## src/rtl/multicycle_control_unit_if.sv

```systemverilog
// Memory-side handshake bundle for the multi-cycle control unit.
// The control unit is the master; the fetch/data memory ports are the slave.
interface multicycle_control_unit_if;
  logic imem_req;
  logic imem_ready;
  logic ir_en;
  logic dmem_req;
  logic dmem_ready;
  logic dmem_we;

  modport master (
    output imem_req, ir_en, dmem_req, dmem_we,
    input  imem_ready, dmem_ready
  );

  modport slave (
    input  imem_req, ir_en, dmem_req, dmem_we,
    output imem_ready, dmem_ready
  );
endinterface

```

## src/rtl/multicycle_control_unit.sv

```systemverilog
// FETCH/DECODE/EXEC/MEM/WB sequencer for the multi-cycle RV32 core.
// Decodes R, I-ALU, LW, SW, BEQ/BNE; traps on illegal ops and ready timeouts.
module multicycle_control_unit #(
  parameter int N       = 32,
  parameter int TIMEOUT = 16,
  parameter int CNT_W   = 32
) (
  input  logic             clk,
  input  logic             rst,
  input  logic [6:0]       opcode,
  input  logic [2:0]       funct3,
  input  logic [6:0]       funct7,
  input  logic             alu_zero,
  multicycle_control_unit_if.master mem,
  output logic [3:0]       alu_op,
  output logic             alu_src_b,
  output logic             wb_sel,
  output logic             reg_write_en,
  output logic             pc_en,
  output logic             pc_sel,
  output logic             trap,
  output logic [1:0]       trap_cause,
  output logic [CNT_W-1:0] instr_retired
);

  if (TIMEOUT < 1 || N < 1 || CNT_W < 1) begin : g_bad_param
    $error("multicycle_control_unit: bad parameter");
  end

  localparam int WW = $clog2(TIMEOUT + 1);
  localparam logic [WW-1:0] W_LAST = WW'(TIMEOUT - 1);

  localparam logic [3:0] OP_AND = 4'b0000;
  localparam logic [3:0] OP_OR  = 4'b0001;
  localparam logic [3:0] OP_ADD = 4'b0010;
  localparam logic [3:0] OP_SLL = 4'b0011;
  localparam logic [3:0] OP_SUB = 4'b0100;
  localparam logic [3:0] OP_SRL = 4'b0101;
  localparam logic [3:0] OP_MUL = 4'b0110;
  localparam logic [3:0] OP_XOR = 4'b0111;
  localparam logic [3:0] OP_SRA = 4'b1000;
  localparam logic [3:0] OP_SLT = 4'b1001;

  typedef enum logic [2:0] {
    S_FETCH, S_DECODE, S_EXEC, S_MEM, S_WB, S_TRAP
  } state_t;

  typedef enum logic [2:0] {
    C_R, C_I, C_LD, C_ST, C_BR
  } cls_t;

  state_t     state_q, state_d;
  cls_t       cls_q, cls_d;
  logic       bne_q, bne_d;
  logic [WW-1:0] wait_q, wait_d;
  logic [3:0] alu_op_q, alu_op_d;
  logic       src_q, src_d;
  logic       wb_q, wb_d;
  logic       trap_q, trap_d;
  logic [1:0] cause_q, cause_d;
  logic [CNT_W-1:0] cnt_q, cnt_d;

  logic       dec_ok, dec_src, dec_wb, dec_bne;
  logic [3:0] dec_op;
  cls_t       dec_cls;

  logic imem_req, ir_en, dmem_req, dmem_we;

  // Instruction decode from the IR fields.
  always_comb begin
    dec_ok  = 1'b0;
    dec_op  = OP_ADD;
    dec_src = 1'b0;
    dec_wb  = 1'b0;
    dec_cls = C_R;
    dec_bne = 1'b0;
    unique case (opcode)
      7'b0110011: begin
        dec_ok = 1'b1;
        unique case ({funct7, funct3})
          {7'h00, 3'b000}: dec_op = OP_ADD;
          {7'h20, 3'b000}: dec_op = OP_SUB;
          {7'h01, 3'b000}: dec_op = OP_MUL;
          {7'h00, 3'b001}: dec_op = OP_SLL;
          {7'h00, 3'b010}: dec_op = OP_SLT;
          {7'h00, 3'b100}: dec_op = OP_XOR;
          {7'h00, 3'b101}: dec_op = OP_SRL;
          {7'h20, 3'b101}: dec_op = OP_SRA;
          {7'h00, 3'b110}: dec_op = OP_OR;
          {7'h00, 3'b111}: dec_op = OP_AND;
          default:         dec_ok = 1'b0;
        endcase
      end
      7'b0010011: begin
        dec_cls = C_I;
        dec_src = 1'b1;
        dec_ok  = 1'b1;
        unique case (funct3)
          3'b000: dec_op = OP_ADD;
          3'b010: dec_op = OP_SLT;
          3'b100: dec_op = OP_XOR;
          3'b110: dec_op = OP_OR;
          3'b111: dec_op = OP_AND;
          3'b001: begin
            dec_op = OP_SLL;
            dec_ok = (funct7 == 7'h00);
          end
          3'b101: begin
            dec_op = funct7[5] ? OP_SRA : OP_SRL;
            dec_ok = (funct7 == 7'h00) || (funct7 == 7'h20);
          end
          default: dec_ok = 1'b0;
        endcase
      end
      7'b0000011: begin
        dec_cls = C_LD;
        dec_src = 1'b1;
        dec_wb  = 1'b1;
        dec_ok  = (funct3 == 3'b010);
      end
      7'b0100011: begin
        dec_cls = C_ST;
        dec_src = 1'b1;
        dec_ok  = (funct3 == 3'b010);
      end
      7'b1100011: begin
        dec_cls = C_BR;
        dec_op  = OP_SUB;
        dec_bne = funct3[0];
        dec_ok  = (funct3 == 3'b000) || (funct3 == 3'b001);
      end
      default: dec_ok = 1'b0;
    endcase
  end

  // Next-state, handshake timeouts and per-state enables.
  always_comb begin
    state_d  = state_q;
    cls_d    = cls_q;
    bne_d    = bne_q;
    wait_d   = wait_q;
    alu_op_d = alu_op_q;
    src_d    = src_q;
    wb_d     = wb_q;
    trap_d   = trap_q;
    cause_d  = cause_q;
    imem_req     = 1'b0;
    ir_en        = 1'b0;
    dmem_req     = 1'b0;
    dmem_we      = 1'b0;
    reg_write_en = 1'b0;
    pc_en        = 1'b0;
    pc_sel       = 1'b0;
    unique case (state_q)
      S_FETCH: begin
        imem_req = 1'b1;
        if (mem.imem_ready) begin
          ir_en   = 1'b1;
          state_d = S_DECODE;
        end else if (wait_q == W_LAST) begin
          state_d = S_TRAP;
          trap_d  = 1'b1;
          cause_d = 2'b10;
        end else begin
          wait_d = wait_q + WW'(1);
        end
      end
      S_DECODE: begin
        if (dec_ok) begin
          state_d  = S_EXEC;
          cls_d    = dec_cls;
          bne_d    = dec_bne;
          alu_op_d = dec_op;
          src_d    = dec_src;
          wb_d     = dec_wb;
        end else begin
          state_d = S_TRAP;
          trap_d  = 1'b1;
          cause_d = 2'b01;
        end
      end
      S_EXEC: begin
        wait_d = '0;
        unique case (cls_q)
          C_LD, C_ST: state_d = S_MEM;
          C_BR: begin
            pc_en   = 1'b1;
            pc_sel  = bne_q ? !alu_zero : alu_zero;
            state_d = S_FETCH;
          end
          default: state_d = S_WB;
        endcase
      end
      S_MEM: begin
        dmem_req = 1'b1;
        dmem_we  = (cls_q == C_ST);
        if (mem.dmem_ready) begin
          wait_d = '0;
          if (cls_q == C_ST) begin
            pc_en   = 1'b1;
            state_d = S_FETCH;
          end else begin
            state_d = S_WB;
          end
        end else if (wait_q == W_LAST) begin
          state_d = S_TRAP;
          trap_d  = 1'b1;
          cause_d = 2'b11;
        end else begin
          wait_d = wait_q + WW'(1);
        end
      end
      S_WB: begin
        reg_write_en = 1'b1;
        pc_en        = 1'b1;
        wait_d       = '0;
        state_d      = S_FETCH;
      end
      S_TRAP: state_d = S_TRAP;
      default: state_d = S_FETCH;
    endcase
    if (rst) begin
      imem_req     = 1'b0;
      ir_en        = 1'b0;
      dmem_req     = 1'b0;
      dmem_we      = 1'b0;
      reg_write_en = 1'b0;
      pc_en        = 1'b0;
      pc_sel       = 1'b0;
    end
    cnt_d = cnt_q + {{(CNT_W-1){1'b0}}, pc_en};
  end

  // State and held decode/trap/counter registers.
  always_ff @(posedge clk or posedge rst) begin
    if (rst) begin
      state_q  <= S_FETCH;
      cls_q    <= C_R;
      bne_q    <= 1'b0;
      wait_q   <= '0;
      alu_op_q <= 4'b0000;
      src_q    <= 1'b0;
      wb_q     <= 1'b0;
      trap_q   <= 1'b0;
      cause_q  <= 2'b00;
      cnt_q    <= '0;
    end else begin
      state_q  <= state_d;
      cls_q    <= cls_d;
      bne_q    <= bne_d;
      wait_q   <= wait_d;
      alu_op_q <= alu_op_d;
      src_q    <= src_d;
      wb_q     <= wb_d;
      trap_q   <= trap_d;
      cause_q  <= cause_d;
      cnt_q    <= cnt_d;
    end
  end

  assign mem.imem_req = imem_req;
  assign mem.ir_en    = ir_en;
  assign mem.dmem_req = dmem_req;
  assign mem.dmem_we  = dmem_we;

  assign alu_op        = alu_op_q;
  assign alu_src_b     = src_q;
  assign wb_sel        = wb_q;
  assign trap          = trap_q;
  assign trap_cause    = cause_q;
  assign instr_retired = cnt_q;

endmodule

```

## src/flat_wrapper.sv

```systemverilog
// flat-port wrapper written by rule: the top's interface ports become plain ports
module multicycle_control_unit_flat 
#(
  parameter int N       = 32,
  parameter int TIMEOUT = 16,
  parameter int CNT_W   = 32
)
  (clk, rst, opcode, funct3, funct7, alu_zero, alu_op, alu_src_b, wb_sel, reg_write_en, pc_en, pc_sel, trap, trap_cause, instr_retired, mem_imem_req, mem_ir_en, mem_dmem_req, mem_dmem_we, mem_imem_ready, mem_dmem_ready);
  multicycle_control_unit_if mem_i ();
  input  logic clk;
  input  logic rst;
  input  logic [6:0] opcode;
  input  logic [2:0] funct3;
  input  logic [6:0] funct7;
  input  logic alu_zero;
  output logic [3:0] alu_op;
  output logic alu_src_b;
  output logic wb_sel;
  output logic reg_write_en;
  output logic pc_en;
  output logic pc_sel;
  output logic trap;
  output logic [1:0] trap_cause;
  output logic [CNT_W-1:0] instr_retired;
  output wire logic [$bits(mem_i.imem_req)-1:0] mem_imem_req;
  output wire logic [$bits(mem_i.ir_en)-1:0] mem_ir_en;
  output wire logic [$bits(mem_i.dmem_req)-1:0] mem_dmem_req;
  output wire logic [$bits(mem_i.dmem_we)-1:0] mem_dmem_we;
  input wire logic [$bits(mem_i.imem_ready)-1:0] mem_imem_ready;
  input wire logic [$bits(mem_i.dmem_ready)-1:0] mem_dmem_ready;
  assign mem_imem_req = mem_i.imem_req;
  assign mem_ir_en = mem_i.ir_en;
  assign mem_dmem_req = mem_i.dmem_req;
  assign mem_dmem_we = mem_i.dmem_we;
  assign mem_i.imem_ready = mem_imem_ready;
  assign mem_i.dmem_ready = mem_dmem_ready;
  multicycle_control_unit #(.N(N), .TIMEOUT(TIMEOUT), .CNT_W(CNT_W)) u_core (.clk(clk), .rst(rst), .opcode(opcode), .funct3(funct3), .funct7(funct7), .alu_zero(alu_zero), .mem(mem_i), .alu_op(alu_op), .alu_src_b(alu_src_b), .wb_sel(wb_sel), .reg_write_en(reg_write_en), .pc_en(pc_en), .pc_sel(pc_sel), .trap(trap), .trap_cause(trap_cause), .instr_retired(instr_retired));
endmodule
```

## config.mk

```make
export PLATFORM = sky130hd
export DESIGN_NAME = multicycle_control_unit_flat
export DESIGN_NICKNAME = d
export VERILOG_FILES = /design/src/rtl/multicycle_control_unit_if.sv /design/src/rtl/multicycle_control_unit.sv /design/src/flat_wrapper.sv
export SDC_FILE = /design/constraint.sdc
export NUM_CORES = 1
export LEC_CHECK = 0
export BUFFER_PORTS_ARGS = -buffer_cell sky130_fd_sc_hd__clkbuf_2
export CORE_MARGIN = 1.5
export CORE_UTILIZATION = 35
export CTS_CLUSTER_SIZE = 20
export DETAILED_ROUTE_END_ITERATION = 10
export PLACE_DENSITY_LB_ADDON = 0.05
export SLEW_MARGIN = 0
export SYNTH_ARGS = -nofsm -noshare
export SYNTH_HDL_FRONTEND = slang
export SYNTH_SLANG_ARGS = --single-unit
```

## constraint.sdc

```tcl
create_clock -name clk -period 2.8 [get_ports clk]
set_input_delay 0 -clock clk [delete_from_list [all_inputs] [get_ports clk]]
set_output_delay 0 -clock clk [all_outputs]
set_load 0.01 [all_outputs]
```

* After elaboration in Yosys (flattened, before gate mapping)
Index checks and enable logic that the tools add are counted.
** Operators by class
- Add/sub/neg operators :: 2
- $mul :: 0
- Divide/modulo/power cells :: 0
- Order comparisons :: 0
- Equality and inequality tests :: 35
- Shift-type cells :: 0
- Multiplexer cells :: 53
- Bitwise gates (word level) :: 0
- Reduce and logical (&&, ||, !) cells :: 19
** Operators with widths (count)
- == test 10 x 3 -> 1 bit (second input constant) :: 4
- one-hot mux 4 bit (9 select lines) :: 1
- adder 32 x 1 -> 32 bit :: 1
- two-way mux 1 bit :: 27
- one-hot mux 4 bit (6 select lines) :: 1
- == test 3 bit (second input constant) :: 7
- == test 7 x 6 -> 1 bit (second input constant) :: 3
- == test 10 x 9 -> 1 bit (second input constant) :: 2
- == test 3 x 2 -> 1 bit (second input constant) :: 5
- two-way mux 3 bit :: 5
- two-way mux 5 bit :: 3
- one-hot mux 3 bit (5 select lines) :: 1
- one-hot mux 5 bit (3 select lines) :: 1
- one-hot mux 3 bit (4 select lines) :: 1
- one-hot mux 4 bit (3 select lines) :: 1
- == test 10 x 1 -> 1 bit (second input constant) :: 1
- == test 10 x 2 -> 1 bit (second input constant) :: 1
- == test 10 x 4 -> 1 bit (second input constant) :: 1
- logical NOT 10 bit :: 1
- two-way mux 2 bit :: 5
- OR reduction 10 bit :: 1
- one-hot mux 1 bit (3 select lines) :: 3
- == test 7 x 2 -> 1 bit (second input constant) :: 1
- == test 7 x 5 -> 1 bit (second input constant) :: 1
- other kinds (21) :: 31
** Word-level totals
- Register bits :: 53
- Latch bits :: 0
- RAM bits :: 0
- Memory bits (read-only) :: 0
- Bits of input ports :: 22
- Output and inout bits :: 48
- Logic and storage cells :: 119
- Memories kept :: 0

* Longest topological paths before layout
- Depth after elaboration :: 6
- Depth in mapped cells :: 12

* Worst setup path after synthesis
OpenSTA, ideal clock, no wires.
- Path type :: input to register
- Start point :: input port rst
- End point :: register u_core.cnt_q[31], in the netlist u_core.instr_retired[31]
- Setup time :: 124 ps
- Arrival time :: 2763 ps
- Setup slack :: -87 ps
- Stages :: 9
- Cells stage by stage :: inv_1 -> and2_1 -> a21o_1 -> ha_1 -> nand3_1 -> or2_2 -> nor3_1 -> nand4_1 -> xnor2_1
** Between the ends
- Cells in the longest elaborated chain, start to end :: 2
** Ends and longest elaborated chain
- from (decl) :: line flat_wrapper.sv:11 : input logic rst;
- two-way mux 1 bit :: line multicycle_control_unit.sv:222 : if (rst) begin
- named net pc_en :: line flat_wrapper.sv:20 : output logic pc_en;
- adder 32 x 1 -> 32 bit :: line multicycle_control_unit.sv:231 : cnt_d = cnt_q + {{(CNT_W-1){1'b0}}, pc_en};
- named net u_core.cnt_d[31] :: line multicycle_control_unit.sv:61 : logic [CNT_W-1:0] cnt_q, cnt_d;
- to (signal assigned) :: line multicycle_control_unit.sv:257 : cnt_q <= cnt_d;
- to (decl) :: line multicycle_control_unit.sv:61
The timed path passes the listed nets, and every way through them passes these cells.
A chain may end at the register's enable or synchronous reset.

* Worst setup path in the final report
- Start point :: register u_core.cls_q[0]
- End point :: register u_core.cnt_q[28], in the netlist u_core.instr_retired[28]
** Between the ends
- Cells in the longest elaborated chain, start to end :: 6
- Elaborated cells on any way between the ends :: 8
- Classes of those cells :: 1 x add/sub; 2 x eq/ne; 5 x mux
** Ends and longest elaborated chain
- from (decl) :: line multicycle_control_unit.sv:53 : cls_t cls_q, cls_d;
- from (signal assigned) :: line multicycle_control_unit.sv:249 : cls_q <= cls_d;
- == test 3 x 2 -> 1 bit :: line multicycle_control_unit.sv:199 : if (cls_q == C_ST) begin
- two-way mux 1 bit :: line multicycle_control_unit.sv:199
- two-way mux 1 bit :: line multicycle_control_unit.sv:197 : if (mem.dmem_ready) begin
- one-hot mux 1 bit (3 select lines) * :: line multicycle_control_unit.sv:154 : unique case (state_q)
- two-way mux 1 bit * :: line multicycle_control_unit.sv:222
- adder 32 x 1 -> 32 bit * :: line multicycle_control_unit.sv:231
- named net u_core.cnt_d[28] :: line multicycle_control_unit.sv:61
Mark *: on every way through the listed nets, which the timed path passes. The rest lies on a longest branch.

==> impl_results.md <==
* Ys Warns at 0
* Post-CTS sizing at 0
* Clk Latency, worst-skew pair at 0.30 ns
* Placed cell areas at 3450 µm²
* Clk slew on worst S/H paths at 0.10 ns
* Design Area, Final at 3570 µm²
* Tightest Pin Transition at 0.713 ns
* HPWL Detailed at 4.87 mm
* Worst vdd ir at 0.000181 V
* Reg power frac at 53.4%
* Startpoint types: flip-flop
* Maximum capacitance violations at 0
* Largest net degree at the start of global routing at 55
* Slowest stage delay, CP at 0.42 ns
* Vias in the first global route at 2,239
* Final setup margin at 0.329 ns
* Highest clock rate at 405 MHz
* Total Wirelength at 6.65 mm
* Pwr Density at 438 nW/µm²
* TritonRoute pass-1 iters at 4
* Multi-input gate area at 1530 µm²
* Final setup vio count at 0
* Skew final at 0.00569 ns
* Leakage power at 1.75 nW
* Total Neg Setup Slack at 0 ns
* Post-Syn Nets at 317
* All-Layer GR Usage at 15.6%
* Fin util at 43.7%
* Slew headroom at 51.7%
* Shortest period the worst path allows at 2.47 ns
* Crit path DAT at 2.70 ns
* Synth async-reset ratio at 100%
* Layout fillers at 827
* FF-to-FF path depth at 10
* First-pass GRT wire length at 11.0 mm
* Top FF cell, synth: dfrtp_1
* Synth Instances at 292
* DRT iter0 DRCs at 72
* CTS H-tree depth at 2
* Initial antenna violation count at 0
* Critical Path Fanout Max at 5
* CP required at 3.03 ns
* CTS Root Buffer Type: clkbuf_8
* Hold depth at 3
* Clock buffer count from CTS at 5
* CP max stage cell: or3_1
* Syn Area/Cell at 10.1 µm²
* # IOs at 70
* I/O Buffers at 69
* Fin. Hold Viols at 0
* Layout area overhead at 20.9%
* Status: finished, final reports clean
* Via Count at 2,416
* Maximum clock path buffer count at 2
* Core Area at 8180 µm²
* Clock power frac at 34.0%
* Register area share after synthesis at 44.9%
* Max-slew violation count at 0
* Cell chain of the critical path: or3_1, o22ai_1, a21o_1, ha_1, ha_1, nand2_1, nor2_1, nand2_1, nor3_1, xor2_1
* TritonCTS Sinks at 53
* Psw at 0.000408 W
* Via density at 5.09
* DRC viols at 0
* Chip width at 94.9 µm
* Switching share of power at 26.1%
* Tcrit/Tclk final at 88.2%
* Hold Crit Class: primary input to flip-flop
* TritonCTS clock tree: built
* Internal power at 0.00115 W
* Layout cells sized above 1 at 28.9%
* Fin nets at 394
* Wire per inst at 14.0 µm
* Full die area at 9000 µm²
* Power Total at 0.00156 W
* Sequential standard cell area at 1330 µm²
* Gr ovfl total at 0
* Synth unique cells at 55
* Initial Util at 36.1%
* Unrepaired setup endpoints after global routing: no
* Setup WS pre-CTS at 0.319 ns
* Gate power share at 12.5%
* FF+latch count, synth at 53
* Synth Cell Area at 2950 µm²
* Cell Rows at 33
* Crit Path Class: flip-flop to flip-flop
* Setup crit end kind: flip-flop
* Ant. Diodes at 0
* GP Congestion at 0.815
* Number of enable flip-flop cells after synthesis at 0
* Reg2reg setup slack at 0.33 ns
* Height of the chip at 94.9 µm
* Post-DRT Antenna Nets at 0
[path summary, 6_finish.rpt]
kind	to	from
min reg2reg	u_core.instr_retired[31]$_DFF_PP0_	u_core.instr_retired[31]$_DFF_PP0_
max reg2reg	u_core.instr_retired[28]$_DFF_PP0_	u_core.cls_q[0]$_DFFE_PP0P_
max	u_core.instr_retired[28]$_DFF_PP0_	u_core.cls_q[0]$_DFFE_PP0P_
min	u_core.state_q[0]$_DFF_PP0_	mem_imem_ready
min in group asynchronous	u_core.state_q[2]$_DFF_PP0_	rst
max in group asynchronous	u_core.instr_retired[1]$_DFF_PP0_	rst
[Yosys cell counts (3+ instances only)]
master / n / share of area, %
inv_1: 9 / 1.1
mux2i_1: 3 / 1.0
nand4_1: 6 / 1.3
nor3_1: 12 / 2.0
mux2_4: 7 / 3.6
and2_1: 4 / 0.85
a21oi_1: 8 / 1.4
and3_1: 6 / 1.3
ha_1: 3 / 1.3
nand3_1: 13 / 2.2
a211oi_1: 3 / 0.76
nand2b_1: 6 / 1.3
nand2_1: 21 / 2.7
and4_1: 4 / 1.2
clkbuf_1: 5 / 0.64
o31ai_1: 3 / 0.76
nor4_1: 6 / 1.3
xor2_1: 17 / 5.0
dfrtp_1: 53 / 45
xnor2_1: 17 / 5.0
a21o_1: 3 / 0.76
o21ai_0: 11 / 1.9
buf_6: 3 / 1.1
nor2_1: 25 / 3.2
nor2b_1: 5 / 1.1
[metrics by stage]
step	hold slack (ns)	std cells
finish	0.0657	475
global route	0.0706	475
CTS	0.0551	475
detailed placement	0.310	466
global placement	0.317	466
floorplan	0.0513	292
[power by group through the flow]
stage          registers, W  logic, W  clock network [W]
5_1_grt            0.000842  0.000221           0.000584
3_5_place_dp       0.000851  0.000198                  0
4_1_cts            0.000836  0.000200           0.000554
3_3_place_gp       0.000851  0.000200                  0
2_1_floorplan      0.000860  0.000110                  0
6_report           0.000835  0.000196           0.000532
[state kept, by name, summed over array words and instances, names as in the netlist]
register,count
u_core.alu_op,4
u_core.trap_cause,2
u_core.instr_retired,32
u_core.state_q,3
u_core.bne_q,1
u_core.trap,1
u_core.wb_sel,1
u_core.wait_q,5
u_core.cls_q,3
u_core.alu_src_b,1
[kinds of logic (layout without fill, tap and decap cells)]
| kind of cell | after synthesis | in the layout | synth area share (%) |
|---|---|---|---|
| flip-flops | 53 | 53 | 44.9 |
| multiplexers | 12 | 12 | 5.34 |
| buffers and inverters | 20 | 98 | 3.39 |
| AO/OA/AOI/OAI | 48 | 48 | 12.5 |
| AND/OR/NAND/NOR | 122 | 122 | 22.5 |
| XOR/XNOR | 34 | 34 | 10.1 |
| adder cells (fa/ha/maj) | 3 | 3 | 1.27 |
[worst max-delay path, delay by kind of cell, from the launching register on]
kind	cells	cell delay, ns
AO/OA/AOI/OAI	2	0.32
XOR/XNOR	1	0.16
adder cells (fa/ha/maj)	2	0.37
flip-flops	1	0.40
AND/OR/NAND/NOR	5	1.14
[routing by layer]
layer / part of all wire, % / GRT usage, %
met2: 46 / 24.2
met5: 0 / 0
met4: 0.60 / 3.36
met1: 50 / 22.4
met3: 3.1 / 2.98
[area by class of cell]
cell class	count	share of cell area [%]
Sequential cell	53	37.1
Clock buffer	6	2.03
Clock inverter	2	1.09
Timing Repair Buffer	81	12.3
Tap cell	105	3.68
Inverter	9	1.05
Multi-Input combinational cell	219	42.8
[timing repair]
item | in CTS | in global routing
hold buffers | 1 | 0
setup endpoints to repair | 0 | 0
endpoints found under the hold margin | 53 | 0
buffers inserted | 0 | 0
[placed cells by master, fill, tap and decap left out, types with 6 or more instances in the layout]
| master | Yosys | routed |
|---|---|---|
| and3_1 | 6 | 6 |
| xor2_1 | 17 | 17 |
| nor3_1 | 12 | 12 |
| dfrtp_1 | 53 | 53 |
| buf_4 | 0 | 11 |
| nand4_1 | 6 | 6 |
| xnor2_1 | 17 | 17 |
| nand2b_1 | 6 | 6 |
| nor2_1 | 25 | 25 |
| mux2_4 | 7 | 7 |
| inv_1 | 9 | 8 |
| o21ai_0 | 11 | 11 |
| nand2_1 | 21 | 21 |
| a21oi_1 | 8 | 8 |
| nor4_1 | 6 | 6 |
| nand3_1 | 13 | 13 |
| clkbuf_2 | 0 | 69 |
(Power assumes the default switching activity.)
